`src/rtl/binary_frame_packer.sv`:
```
`default_nettype none
// ============================================================================
// Module   : binary_frame_packer
// Purpose  : Tail sink of the binary (1-bit) video pipeline. Collects the
//            pixels of each frame, packs them LSB-first into DATA_WIDTH-bit
//            words and writes them to a frame-buffer RAM port at raster word
//            addresses. Checks frame geometry and reports per-frame errors.
// Ports    : clk              pixel clock
//            rst              synchronous, active-high reset
//            per_frame_vsync  high for the whole frame
//            per_frame_href   high during an active line
//            per_frame_clken  pixel valid qualifier
//            per_img_Bit      binary pixel
//            wr_en            one-cycle RAM write strobe
//            wr_addr          word address
//            wr_data          packed pixels, bit 0 = leftmost pixel
//            frame_done       one-cycle pulse at frame end
//            err_flags        [0] short line, [1] long line,
//                             [2] line-count mismatch (held between frames)
// Revision : 1.0 - initial release
// ============================================================================
module binary_frame_packer #(
    parameter int IMG_HDISP  = 640,
    parameter int IMG_VDISP  = 480,
    parameter int DATA_WIDTH = 16,
    parameter int ADDR_WIDTH = 15
) (
    input  logic                  clk,
    input  logic                  rst,
    input  logic                  per_frame_vsync,
    input  logic                  per_frame_href,
    input  logic                  per_frame_clken,
    input  logic                  per_img_Bit,
    output logic                  wr_en,
    output logic [ADDR_WIDTH-1:0] wr_addr,
    output logic [DATA_WIDTH-1:0] wr_data,
    output logic                  frame_done,
    output logic [2:0]            err_flags
);

    localparam int c_PIX_W  = $clog2(IMG_HDISP + 1);
    localparam int c_LINE_W = $clog2(IMG_VDISP + 1);
    localparam int c_IDX_W  = (DATA_WIDTH > 1) ? $clog2(DATA_WIDTH) : 1;

    localparam logic [c_PIX_W-1:0]    c_HDISP    = c_PIX_W'(IMG_HDISP);
    localparam logic [c_LINE_W-1:0]   c_VDISP    = c_LINE_W'(IMG_VDISP);
    localparam logic [ADDR_WIDTH-1:0] c_WORDS    = ADDR_WIDTH'(IMG_HDISP / DATA_WIDTH);
    localparam logic [c_IDX_W-1:0]    c_LAST_BIT = c_IDX_W'(DATA_WIDTH - 1);

    typedef enum logic [1:0] {
        S_IDLE   = 2'd0,
        S_ARMED  = 2'd1,
        S_ACTIVE = 2'd2,
        S_DONE   = 2'd3
    } state_t;

    state_t                state_q, state_d;
    logic                  vsync_q, href_q;
    logic [c_PIX_W-1:0]    pix_cnt_q, pix_cnt_d;
    logic [c_LINE_W-1:0]   line_cnt_q, line_cnt_d;
    logic [ADDR_WIDTH-1:0] line_base_q, line_base_d;
    logic [ADDR_WIDTH-1:0] word_idx_q, word_idx_d;
    logic [c_IDX_W-1:0]    bit_idx_q, bit_idx_d;
    logic [DATA_WIDTH-1:0] shift_q, shift_d;
    logic                  acc_short_q, acc_short_d;
    logic                  acc_long_q, acc_long_d;
    logic                  acc_lines_q, acc_lines_d;
    logic                  wr_en_q, wr_en_d;
    logic [ADDR_WIDTH-1:0] wr_addr_q, wr_addr_d;
    logic [DATA_WIDTH-1:0] wr_data_q, wr_data_d;
    logic                  frame_done_q, frame_done_d;
    logic [2:0]            err_flags_q, err_flags_d;

    logic w_vs_rise, w_vs_fall, w_href_fall, w_pix_valid;

    always_comb begin
        w_vs_rise   = per_frame_vsync & ~vsync_q;
        w_vs_fall   = ~per_frame_vsync & vsync_q;
        w_href_fall = href_q & ~per_frame_href;
        w_pix_valid = per_frame_vsync & per_frame_href & per_frame_clken;

        state_d      = state_q;
        pix_cnt_d    = pix_cnt_q;
        line_cnt_d   = line_cnt_q;
        line_base_d  = line_base_q;
        word_idx_d   = word_idx_q;
        bit_idx_d    = bit_idx_q;
        shift_d      = shift_q;
        acc_short_d  = acc_short_q;
        acc_long_d   = acc_long_q;
        acc_lines_d  = acc_lines_q;
        wr_en_d      = 1'b0;
        wr_addr_d    = wr_addr_q;
        wr_data_d    = wr_data_q;
        frame_done_d = 1'b0;
        err_flags_d  = err_flags_q;

        case (state_q)
            // Wait for a gap between frames so a frame already in progress
            // at reset release is never partially captured.
            S_IDLE: begin
                if (!vsync_q) begin
                    state_d = S_ARMED;
                end
            end

            S_ARMED: begin
                if (w_vs_rise) begin
                    pix_cnt_d   = '0;
                    line_cnt_d  = '0;
                    line_base_d = '0;
                    word_idx_d  = '0;
                    bit_idx_d   = '0;
                    acc_short_d = 1'b0;
                    acc_long_d  = 1'b0;
                    acc_lines_d = 1'b0;
                    state_d     = S_ACTIVE;
                end
            end

            S_ACTIVE: begin
                if (w_pix_valid) begin
                    if ((pix_cnt_q < c_HDISP) && (line_cnt_q < c_VDISP)) begin
                        // A new word starts clean so a flushed partial word
                        // is zero-padded above its last pixel.
                        shift_d            = (bit_idx_q == '0) ? '0 : shift_q;
                        shift_d[bit_idx_q] = per_img_Bit;
                        pix_cnt_d          = pix_cnt_q + c_PIX_W'(1);
                        if (bit_idx_q == c_LAST_BIT) begin
                            wr_en_d    = 1'b1;
                            wr_data_d  = shift_d;
                            wr_addr_d  = line_base_q + word_idx_q;
                            bit_idx_d  = '0;
                            word_idx_d = word_idx_q + ADDR_WIDTH'(1);
                        end else begin
                            bit_idx_d  = bit_idx_q + c_IDX_W'(1);
                        end
                    end else begin
                        if (pix_cnt_q == c_HDISP) begin
                            acc_long_d = 1'b1;
                        end
                        if (line_cnt_q == c_VDISP) begin
                            acc_lines_d = 1'b1;
                        end
                    end
                end

                // Line end; a vsync fall also closes a line still open.
                if (w_href_fall || w_vs_fall) begin
                    if (pix_cnt_q != '0) begin
                        if (bit_idx_q != '0) begin
                            wr_en_d     = 1'b1;
                            wr_data_d   = shift_q;
                            wr_addr_d   = line_base_q + word_idx_q;
                            acc_short_d = 1'b1;
                        end else if (pix_cnt_q < c_HDISP) begin
                            acc_short_d = 1'b1;
                        end
                        line_cnt_d  = line_cnt_q + c_LINE_W'(1);
                        line_base_d = line_base_q + c_WORDS;
                        pix_cnt_d   = '0;
                        bit_idx_d   = '0;
                        word_idx_d  = '0;
                    end
                end

                // Frame end uses the line count after closing the last line.
                if (w_vs_fall) begin
                    if (line_cnt_d != c_VDISP) begin
                        acc_lines_d = 1'b1;
                    end
                    frame_done_d = 1'b1;
                    err_flags_d  = {acc_lines_d, acc_long_d, acc_short_d};
                    state_d      = S_DONE;
                end
            end

            S_DONE: begin
                state_d = S_ARMED;
            end

            default: begin
                state_d = S_IDLE;
            end
        endcase
    end

    always_ff @(posedge clk) begin
        if (rst) begin
            state_q      <= S_IDLE;
            vsync_q      <= 1'b0;
            href_q       <= 1'b0;
            pix_cnt_q    <= '0;
            line_cnt_q   <= '0;
            line_base_q  <= '0;
            word_idx_q   <= '0;
            bit_idx_q    <= '0;
            shift_q      <= '0;
            acc_short_q  <= 1'b0;
            acc_long_q   <= 1'b0;
            acc_lines_q  <= 1'b0;
            wr_en_q      <= 1'b0;
            wr_addr_q    <= '0;
            wr_data_q    <= '0;
            frame_done_q <= 1'b0;
            err_flags_q  <= '0;
        end else begin
            state_q      <= state_d;
            vsync_q      <= per_frame_vsync;
            href_q       <= per_frame_href;
            pix_cnt_q    <= pix_cnt_d;
            line_cnt_q   <= line_cnt_d;
            line_base_q  <= line_base_d;
            word_idx_q   <= word_idx_d;
            bit_idx_q    <= bit_idx_d;
            shift_q      <= shift_d;
            acc_short_q  <= acc_short_d;
            acc_long_q   <= acc_long_d;
            acc_lines_q  <= acc_lines_d;
            wr_en_q      <= wr_en_d;
            wr_addr_q    <= wr_addr_d;
            wr_data_q    <= wr_data_d;
            frame_done_q <= frame_done_d;
            err_flags_q  <= err_flags_d;
        end
    end

    assign wr_en      = wr_en_q;
    assign wr_addr    = wr_addr_q;
    assign wr_data    = wr_data_q;
    assign frame_done = frame_done_q;
    assign err_flags  = err_flags_q;

endmodule
`default_nettype wire

```
`config.mk`:
```
export PLATFORM = sky130hd
export DESIGN_NAME = binary_frame_packer
export DESIGN_NICKNAME = d
export VERILOG_FILES = /design/src/rtl/binary_frame_packer.sv
export SDC_FILE = /design/constraint.sdc
export NUM_CORES = 1
export LEC_CHECK = 0
export BUFFER_PORTS_ARGS = -buffer_cell sky130_fd_sc_hd__buf_2
export CORE_MARGIN = 2
export CORE_UTILIZATION = 60
export DETAILED_ROUTE_END_ITERATION = 8
export GPL_ROUTABILITY_DRIVEN = 0
export PLACE_DENSITY = 0.8
export SKIP_LAST_GASP = 1
export SYNTH_ARGS = -nofsm -noshare
export SYNTH_HDL_FRONTEND = slang
export SYNTH_SLANG_ARGS = --single-unit
```
`constraint.sdc`:
```
create_clock -name clk -period 2.87 [get_ports clk]
set_input_delay 0.287 -clock clk [delete_from_list [all_inputs] [get_ports clk]]
set_output_delay 0.287 -clock clk [all_outputs]
set_load 0.01 [all_outputs]
```
==> impl_results.md, run 1 <==
* Status: finished, final reports clean
* Fill cell count at 760
* Mux share of post-synthesis cell area at 0.718%
* PortBufs at 41
* Die W at 100 um
* Number of synthesized flops with an enable pin at 0
* WS Path Type: register to register
* CTS tree: built
* Largest net degree at the start of global routing at 36
* Initial Util at 61.3%
* Reg clk slew, reported paths at 0.10 ns
* Final Hold Viols at 0
* Final period util at 91.6%
* Startpoint types: register
* Clk_lat worst skew at 0.37 ns
* Post-synthesis register bit count at 109
* RSZ-0062 raised after global routing: no
* Post-CTS setup buffer count at 0
* Remaining global-route overflow at 0
* Slew Viols, Final at 0
* Die Y at 100 um
* Peak supply drop at 282 uV
* H-tree levels at 3
* Via/cell ratio at 6.03
* Power Total at 3.02 mW
* Final setup TNS at 0 ns
* Initial detailed-routing violation count at 280
* Synth Area in Adders at 5.61%
* Slew margin rel. at 48.7%
* Simple-Gate Fraction of Synth Area at 22.3%
* Hold buffer count at cts at 0
* Final setup vio count at 0
* Leakage at 2.31 nW
* Root buf cell: clkbuf_8
* Combinational power share at 16.4%
* P per Cell Area at 491 nW/um2
* Mapped cell area at 5580 um2
* Sequential fraction of design power at 52.4%
* Vias in the first global route at 4594
* Via Count at 4958
* Post_cts resized at 0
* IO Count at 42
* Compound-cell area share of the yosys netlist at 21.2%
* ANT cells at 0
* DRT Wirelength at 12400 um
* First-pass GRT wire length at 21200 um
* Clock sinks at 109
* Layout cells sized above 1 at 12.0%
* Max Clock Skew at 0.0147 ns
* Synth-to-layout area growth at 10.2%
* Num CTS Buffers at 9
* Post-Synth XOR/XNOR Area at 6.91%
* Worst EP arrival at 2.90 ns
* Yosys Warn Count at 0
* Crit Path Max Fanout at 5
* Routed Antenna Nets at 0
* Worst setup EP type: register
* DRC at 0
* Die ar. at 10100 um2
* Sw power at 0.898 mW
* Critical path required time at 3.14 ns
* Floorplan row count at 35
* Hold Path Class: input port to register
* P_int at 2.12 mW
* Post-layout min period at 2.63 ns
* Syn_nets at 702
* DRT Pass-1 Iters at 5
* Wire length per cell at 15.1 um
* Gr usage total at 25.7%
* Switching share of total power at 29.8%
* Async set-reset flop share out of synthesis at 0%
* Top_reg_cell synth: dfxtp_1
* Nets at 737
* Core Box Area at 9110 um2
* Dpl hpwl at 9030 um
* Clock Power Share at 31.2%
* Initial antenna violation count at 0
* Worst-Margin Slew at 0.760 ns
* Syn Area/Cell at 8.31 um2
* Post-synthesis sequential area ratio at 39.1%
* Synth Instances at 671
* Synth cell types at 66
* Largest family of logic cells by synthesized area: simple AND/OR/NAND/NOR gates
* Highest clock rate at 0.380 GHz
* Max cap viols at 0
* CTS max path bufs at 2
## flip-flops by register name, indices dropped and copies added (netlist names), 2 cells and up
register	cells
wr_data	16
wr_addr	15
word_idx_q	15
line_base_q	12
err_flags	3
pix_cnt_q	10
line_cnt_q	9
shift_q	16
bit_idx_q	4
state_q	2
## cell usage after synthesis, types with 7 or more instances
cell type / instances / area (um2)
xor2_1: 24 / 210
nor3_1: 12 / 60.1
ha_1: 25 / 313
and3_1: 11 / 68.8
xnor2_1: 20 / 175
o2bb2ai_1: 12 / 105
clkbuf_1: 31 / 116
a211oi_1: 20 / 150
dfxtp_1: 109 / 2180
nand2_1: 51 / 191
nand3_1: 26 / 130
o22ai_1: 7 / 43.8
inv_1: 21 / 78.8
o21ai_0: 30 / 150
or3_1: 9 / 56.3
a22oi_1: 21 / 158
nor2_1: 93 / 349
nand4_1: 16 / 100
nand2b_1: 7 / 43.8
a21oi_1: 39 / 195
## critical path, cell delays in order (launching register included)
cell       delay (ns)
dfxtp_1          0.37
inv_1            0.10
ha_1             0.14
or4b_4           0.50
o32a_1           0.39
a211o_1          0.31
a221oi_2         0.30
o2111ai_1        0.20
a22o_1           0.24
## cells by family (layout without fill, tap and decap cells)
| group | count (synthesis) | count (layout) |
|---|---|---|
| AND/OR/NAND/NOR | 257 | 257 |
| AO/OA/AOI/OAI | 173 | 173 |
| flip-flops | 109 | 109 |
| buffers and inverters | 58 | 98 |
| XOR/XNOR | 44 | 44 |
| adder cells (fa/ha/maj) | 25 | 25 |
| multiplexers | 4 | 4 |
| other | 1 | 1 |
## per-layer routing
layer / routed length, um / GRT usage, %
met5: 0 / 0
met4: 261 / 7.80
met3: 507 / 5.71
met2: 5930 / 43.5
met1: 5720 / 32.9
## cells in the final DEF (no fill, tap or decap), types with 6 or more instances in the layout
cell	instances
nand3_1	26
ha_1	25
a211oi_1	20
inv_1	21
and3_1	11
nor2_1	93
xnor2_1	20
nand4_1	16
o2bb2ai_1	12
or3_1	9
clkbuf_8	9
buf_4	18
buf_2	41
a22oi_1	21
dfxtp_1	109
a31oi_1	6
nand2_1	51
nor3_1	12
a21oi_1	39
o21ai_0	30
xor2_1	24
o22ai_1	7
nand2b_1	7
nor2b_1	6
## power groups by stage
stage	logic [mW]	registers, mW	clock network, mW
2_1_floorplan	0.346	1.61	0
3_3_place_gp	0.468	1.61	0
3_5_place_dp	0.491	1.62	0
4_1_cts	0.492	1.58	0.964
5_1_grt	0.543	1.59	1.03
6_report	0.495	1.58	0.941
## final timing paths
check	start	end	slack [ns]	depth (start not counted)
max	pix_cnt_q[0]$_SDFFE_PP0P_	acc_lines_q$_SDFFE_PP0P_	0.24	8
min	per_frame_href	href_q$_SDFF_PP0_	0.19	2
max reg2reg	pix_cnt_q[0]$_SDFFE_PP0P_	acc_lines_q$_SDFFE_PP0P_	0.24	8
min reg2reg	wr_data[4]$_SDFFE_PP0P_	wr_data[4]$_SDFFE_PP0P_	0.46	2
## per-stage QoR
stage / std cells / utilization [%] / area (um2) / setup WS [ns] / hold WS (ns)
global placement: 806 / 65.3 / 5950 / 0.353 / 0.441
finish: 822 / 67.5 / 6150 / 0.241 / 0.191
CTS: 822 / 67.5 / 6150 / 0.276 / 0.175
global route: 822 / 67.5 / 6150 / 0.0486 / 0.200
floorplan: 671 / - / 5580 / 0.358 / 0.415
detailed placement: 806 / 65.3 / 5950 / 0.297 / 0.446
## final cells by class
class	instances	area [um2]	share of cell area, %
clock buffer	10	128	2.08
clock inverter	6	70.1	1.14
inverter	22	82.6	1.34
multi-input combinational	504	3190	51.8
sequential	109	2180	35.5
tap	111	139	2.26
timing repair buffer	60	360	5.86
Power figures use the tool's default switching activity.
==> run 2: changes to the inputs <==
--- a/config.mk
+++ b/config.mk
@@ -7,10 +7,10 @@
 export LEC_CHECK = 0
 export BUFFER_PORTS_ARGS = -buffer_cell sky130_fd_sc_hd__buf_2
 export CORE_MARGIN = 2
-export CORE_UTILIZATION = 60
+export CORE_UTILIZATION = 50
 export DETAILED_ROUTE_END_ITERATION = 8
 export GPL_ROUTABILITY_DRIVEN = 0
-export PLACE_DENSITY = 0.8
+export PLACE_DENSITY = 0.68
 export SKIP_LAST_GASP = 1
 export SYNTH_ARGS = -nofsm -noshare
 export SYNTH_HDL_FRONTEND = slang
==> run 2 against run 1 <==
Non-clock buffer count decreased by 4. Total power grew 3.9%. Sequential power about the same. Clock skew shrank 0.00092 ns. Clock power increased by 15%. Register-to-register slack better by 0.05 ns. Sequential cell count unchanged. Maximum frequency is 2.1% higher. Critical endpoint unchanged.
==> impl_results.md, run 2 (synthesis gave the netlist of run 1 again) <==
* Final period util at 89.7% (-1.9 points)
* DRT Wirelength at 12800 um (+3.2%)
* Layout cells sized above 1 at 11.6% (-0.36 points)
* Reg clk slew, reported paths at 0.10 ns (about the same)
* Startpoint types: register
* WL met1 at 5950 um (+4.0%)
* Largest net degree at the start of global routing at 44 (+22%)
* Worst setup margin at 0.294 ns (+0.0533 ns)
* Commonest non-fill, non-tap cell in the layout: dfxtp_1
* IO Count at 42 (unchanged)
* WS Path Type: register to register
* Root buf cell: clkbuf_8
* ANT cells at 0 (unchanged)
* Gr usage total at 22.7% (-3.0 points)
* CTS max path bufs at 2 (unchanged)
* DRT Pass-1 Iters at 5 (unchanged)
* Via Count at 4942 (-0.32%)
* DRC at 0 (unchanged)
* Dpl ws at 0.335 ns (+0.0373 ns)
* Final setup TNS at 0 ns (unchanged)
* Highest clock rate at 0.388 GHz (+2.1%)
* PortBufs at 41 (unchanged)
* Die W at 110 um (+9.2%)
* Clk_lat worst skew at 0.40 ns (+0.03 ns)
* H-tree levels at 3 (unchanged)
* Remaining global-route overflow at 0 (unchanged)
* Initial detailed-routing violation count at 258 (-7.9%)
* Worst-Margin Slew at 0.831 ns (+0.0712 ns)
* Core Box Area at 10800 um2 (+19%)
* Final Hold Viols at 0 (unchanged)
* Die ar. at 12000 um2 (+19%)
* Hold Path Class: input port to register
* Post-layout min period at 2.58 ns (-0.0533 ns)
* Wire length per cell at 15.1 um (+0.17%)
* Leakage at 2.30 nW (-0.54%)
* Synth-to-layout area growth at 10.7%
* Max Clock Skew at 0.0138 ns (-0.000916 ns)
* Initial Util at 51.5% (-9.8 points)
* Hold buffer count at cts at 0 (unchanged)
* Vias in the first global route at 4625 (+0.67%)
* Floorplan row count at 38 (+8.6%)
* Die Y at 110 um (+9.2%)
* Initial antenna violation count at 0 (unchanged)
* Worst setup EP type: register
* Layout Utilization at 57.0% (-11 points)
* Status: finished, final reports clean
* Post-CTS setup buffer count at 0 (unchanged)
* Nets at 733 (-0.54%)
* CTS tree: built
* Via/cell ratio at 5.83 (-3.3%)
* Crit Path Max Fanout at 5 (unchanged)
* Clock sinks at 109 (unchanged)
* RSZ-0062 raised after global routing: no
* Routed Antenna Nets at 0 (unchanged)
* Top routing layer used: met4
* P per Cell Area at 507 nW/um2 (+3.4%)
* Slew Viols, Final at 0 (unchanged)
* Max cap viols at 0 (unchanged)
* First-pass GRT wire length at 21500 um (+1.7%)
* Post_cts resized at 0 (unchanged)
* Worst hold slack at 0.128 ns (-0.0631 ns)
* Peak supply drop at 392 uV (+39%)
* Slew margin rel. at 44.5% (-4.2 points)
* Num CTS Buffers at 9 (unchanged)
* WL met3 at 513 um (+1.2%)
* Met2 routed WL at 5990 um (+1.0%)
* Final setup vio count at 0 (unchanged)
* Critical path required time at 3.17 ns (+0.03 ns)
* Worst EP arrival at 2.88 ns (-0.02 ns)
* Dpl hpwl at 9130 um (+1.1%)
* Most frequent cells in the layout: dfxtp_1, nor2_1, nand2_1
==> run 2: changes by cell type in the layout (fill, tap and decap cells not counted) <==
cell,change
buf_4,-3
clkbuf_8,+2
clkinv_4,-2
buf_12,-1
bufinv_16,+1
clkbuf_1,-1
clkinvlp_4,+1
inv_6,-1
==> run 2: final timing paths <==
kind | to | cells after the start | startpoint | slack (ns)
max | acc_lines_q$_SDFFE_PP0P_ | 8 | pix_cnt_q[0]$_SDFFE_PP0P_ | 0.29
max reg2reg | acc_lines_q$_SDFFE_PP0P_ | 8 | pix_cnt_q[0]$_SDFFE_PP0P_ | 0.29
min | href_q$_SDFF_PP0_ | 2 | per_frame_href | 0.13
min reg2reg | wr_addr[5]$_SDFFE_PP0P_ | 2 | wr_addr[5]$_SDFFE_PP0P_ | 0.45
==> run 2: power breakdown <==
group	total [mW]	internal (mW)	switching, mW
sequential	1.58	1.55	0.0336
combinational	0.474	0.148	0.325
clock	1.08	0.541	0.537
total	3.13	2.24	0.896
==> run 2: cell type report <==
type | instances | area [um2]
clock buffer | 11 | 151
clock inverter | 5 | 81.3
fill | 1007 | 4660
inverter | 22 | 82.6
multi-input combinational | 504 | 3190
sequential | 109 | 2180
tap | 140 | 175
timing repair buffer | 56 | 318
==> run 2: metrics by stage <==
step | area (um2) | std cells | power, mW
after floorplan | 5580 | 671 | 1.96
after global placement | 5940 | 831 | 2.07
after detailed placement | 5940 | 831 | 2.09
after CTS | 6180 | 847 | 3.16
after global routing | 6180 | 847 | 3.28
final | 6180 | 847 | 3.13
==> run 2: routing by layer <==
metal  vias up  track usage (%)
met4         0             9.40
met5         -                0
met2       110             37.7
met1      2332             28.1
li1       2469                -
met3        31             5.63
==> run 2: critical path, stage by stage (launching register included) <==
cell and delay (ns):
dfxtp_1 0.37, inv_1 0.10, ha_1 0.15, or4b_4 0.50, o32a_1 0.39, a211o_1 0.31, a221oi_2 0.27, o2111ai_1 0.17
a22o_1 0.22
==> run 3: changes to the inputs <==
--- a/config.mk
+++ b/config.mk
@@ -6,8 +6,8 @@
 export NUM_CORES = 1
 export LEC_CHECK = 0
 export BUFFER_PORTS_ARGS = -buffer_cell sky130_fd_sc_hd__buf_2
-export CORE_MARGIN = 2
 export CORE_UTILIZATION = 50
+export CTS_BUF_LIST = sky130_fd_sc_hd__clkbuf_8
 export DETAILED_ROUTE_END_ITERATION = 8
 export GPL_ROUTABILITY_DRIVEN = 0
 export PLACE_DENSITY = 0.68
==> run 3 against run 2 <==
Critical path depth stayed put. Clock skew hardly changed. Register-to-register slack better by 0.02 ns. Non-clock buffer count is 2 higher. Largest cell class unchanged. Sequential share of layout area is 0.11 points higher.
==> impl_results.md, run 3 (synthesis gave the netlist of run 1 again) <==
* P_int at 2.16 mW (-3.7%)
* Hold buffer count at cts at 0 (unchanged)
* Reg2reg start: pix_cnt_q[0]$_SDFFE_PP0P_
* Final period util at 89.1% (-0.64 points)
* Dpl hpwl at 9240 um (+1.3%)
* Gr usage total at 23.5% (+0.76 points)
* Highest clock rate at 0.391 GHz (+0.72%)
* FF-to-FF End: acc_lines_q$_SDFFE_PP0P_
* Wire length per cell at 15.2 um (+0.12%)
* Die ar. at 11600 um2 (-3.6%)
* R2R depth at 8 (unchanged)
* Core Box Area at 10800 um2 (unchanged)
* R2R Setup Slk at 0.31 ns (+0.02 ns)
* Initial antenna violation count at 0 (unchanged)
* Num CTS Buffers at 9 (unchanged)
* Peak supply drop at 372 uV (-5.0%)
* Vias in the first global route at 4603 (-0.48%)
* Remaining global-route overflow at 0 (unchanged)
* Max Clock Skew at 0.0137 ns (-0.0000961 ns)
* Critical path required time at 3.16 ns (about the same)
* Switching share of total power at 28.8% (+0.20 points)
* Slew Viols, Final at 0 (unchanged)
* RSZ-0062 raised after global routing: no
* Sequential fraction of design power at 52.3% (+1.8 points)
* DRC at 0 (unchanged)
* Root buf cell: clkbuf_8
* H-tree levels at 3 (unchanged)
* WS Path Type: register to register
* Worst setup margin at 0.313 ns (+0.0185 ns)
* Slew margin rel. at 50.0% (+5.6 points)
* Initial Util at 51.5% (unchanged)
* CTS max path bufs at 2 (unchanged)
* Worst setup EP type: register
* Die Y at 108 um (-1.8%)
* Die W at 108 um (-1.8%)
* Status: finished, final reports clean
* Combinational power share at 16.1% (+1.0 points)
* Startpoint types: register
* Hold Startpoint: per_frame_href
* Leakage at 2.30 nW (about the same)
* Post-layout min period at 2.56 ns (-0.0185 ns)
* Commonest non-fill, non-tap cell in the layout: dfxtp_1
* Clk_lat worst skew at 0.39 ns (about the same)
* Placed cell areas at 5960 um2 (+0.25%)
* Sw power at 0.872 mW (-2.7%)
* Post_cts resized at 0 (unchanged)
* Post-CTS setup buffer count at 0 (unchanged)
* Final setup TNS at 0 ns (unchanged)
* Clock Power Share at 31.6% (-2.8 points)
* Worst EP arrival at 2.85 ns (-0.03 ns)
* Routed Antenna Nets at 0 (unchanged)
* Initial detailed-routing violation count at 336 (+30%)
* Worst hold slack at 0.170 ns (+0.0415 ns)
* CTS tree: built
* P per Cell Area at 492 nW/um2 (-3.1%)
* First-pass GRT wire length at 21600 um (+0.32%)
* IO Count at 42 (unchanged)
* Final std cells w/o fill at 848 (+0.12%)
* Power Total at 3.03 mW (-3.4%)
* DRT Wirelength at 12900 um (+0.24%)
* Final setup vio count at 0 (unchanged)
* Most frequent cells in the layout: dfxtp_1, nor2_1, nand2_1
* ANT cells at 0 (unchanged)
* DRT Pass-1 Iters at 5 (unchanged)
* Final Hold Viols at 0 (unchanged)
* Final instance area at 6160 um2 (-0.30%)
* Via Count at 4933 (-0.18%)
* Worst Hold Depth at 2 (unchanged)
* Hold Path Class: input port to register
* Fill cell count at 1000 (-0.70%)
* Nets at 735 (+0.27%)
* Largest net degree at the start of global routing at 41 (-6.8%)
* Floorplan row count at 38 (unchanged)
* Crit Path Max Fanout at 5 (unchanged)
* Reg clk slew, reported paths at 0.10 ns (about the same)
* Clock sinks at 109 (unchanged)
* Hold EP: href_q$_SDFF_PP0_
* Layout cells sized above 1 at 11.6% (-0.016 points)
* Layout Utilization at 56.8% (-0.17 points)
* Dpl ws at 0.325 ns (-0.00939 ns)
* PortBufs at 41 (unchanged)
* Synth-to-layout area growth at 10.4%
* Worst-Margin Slew at 0.744 ns (-0.0874 ns)
* Via/cell ratio at 5.82 (-0.30%)
* Max cap viols at 0 (unchanged)
* Post-Place Cells at 833 (+0.24%)
==> run 3: cell types whose count changed in the layout (fill, tap and decap cells not counted) <==
cell / before / now
inv_1: 21 / 22
buf_4: 15 / 17
clkinvlp_4: 1 / 0
bufinv_16: 2 / 1
==> run 3: worst max-delay path, cell delays in order, from the launching register on <==
cell       delay [ns]
dfxtp_1          0.36
inv_1            0.10
ha_1             0.14
or4b_4           0.51
o32a_1           0.38
a211o_1          0.31
a221oi_2         0.27
o2111ai_1        0.16
a22o_1           0.22
==> run 3: how the worst max path moves through the flow <==
stage / slack [ns] / from / end / cells past startpoint
floorplan: 0.36 / pix_cnt_q[0]$_SDFFE_PP0P_ / acc_lines_q$_SDFFE_PP0P_ / 9
finish: 0.31 / pix_cnt_q[0]$_SDFFE_PP0P_ / acc_lines_q$_SDFFE_PP0P_ / 8
global placement: 0.39 / pix_cnt_q[0]$_SDFFE_PP0P_ / acc_lines_q$_SDFFE_PP0P_ / 8
global route: 0.16 / pix_cnt_q[0]$_SDFFE_PP0P_ / wr_addr[1]$_SDFFE_PP0P_ / 9
CTS: 0.31 / pix_cnt_q[0]$_SDFFE_PP0P_ / acc_lines_q$_SDFFE_PP0P_ / 8
detailed placement: 0.33 / pix_cnt_q[0]$_SDFFE_PP0P_ / err_flags[2]$_SDFFE_PP0P_ / 8
==> run 3: layout make-up <==
cell class,count,area (um2),area share (%)
clock buffer,11,151,2.46
clock inverter,4,47.5,0.772
inverter,22,82.6,1.34
multi-input combinational,504,3190,51.7
sequential,109,2180,35.4
tap,140,175,2.84
timing repair buffer,58,333,5.40
==> run 3: power groups by stage <==
stage	Combinational [mW]	Clock, mW	Sequential [mW]
2_1_floorplan	0.346	0	1.61
3_3_place_gp	0.476	0	1.62
3_5_place_dp	0.484	0	1.62
4_1_cts	0.485	0.989	1.58
5_1_grt	0.542	1.04	1.59
6_report	0.488	0.957	1.58
==> run 3: metal layers <==
layer | GRT usage, % | part of all wire [%] | vias up
met5 | 0 | 0 | -
met4 | 6.65 | 1.5 | 0
met3 | 5.27 | 4.3 | 13
met2 | 41.1 | 48 | 107
met1 | 28.6 | 46 | 2346
li1 | - | - | 2467
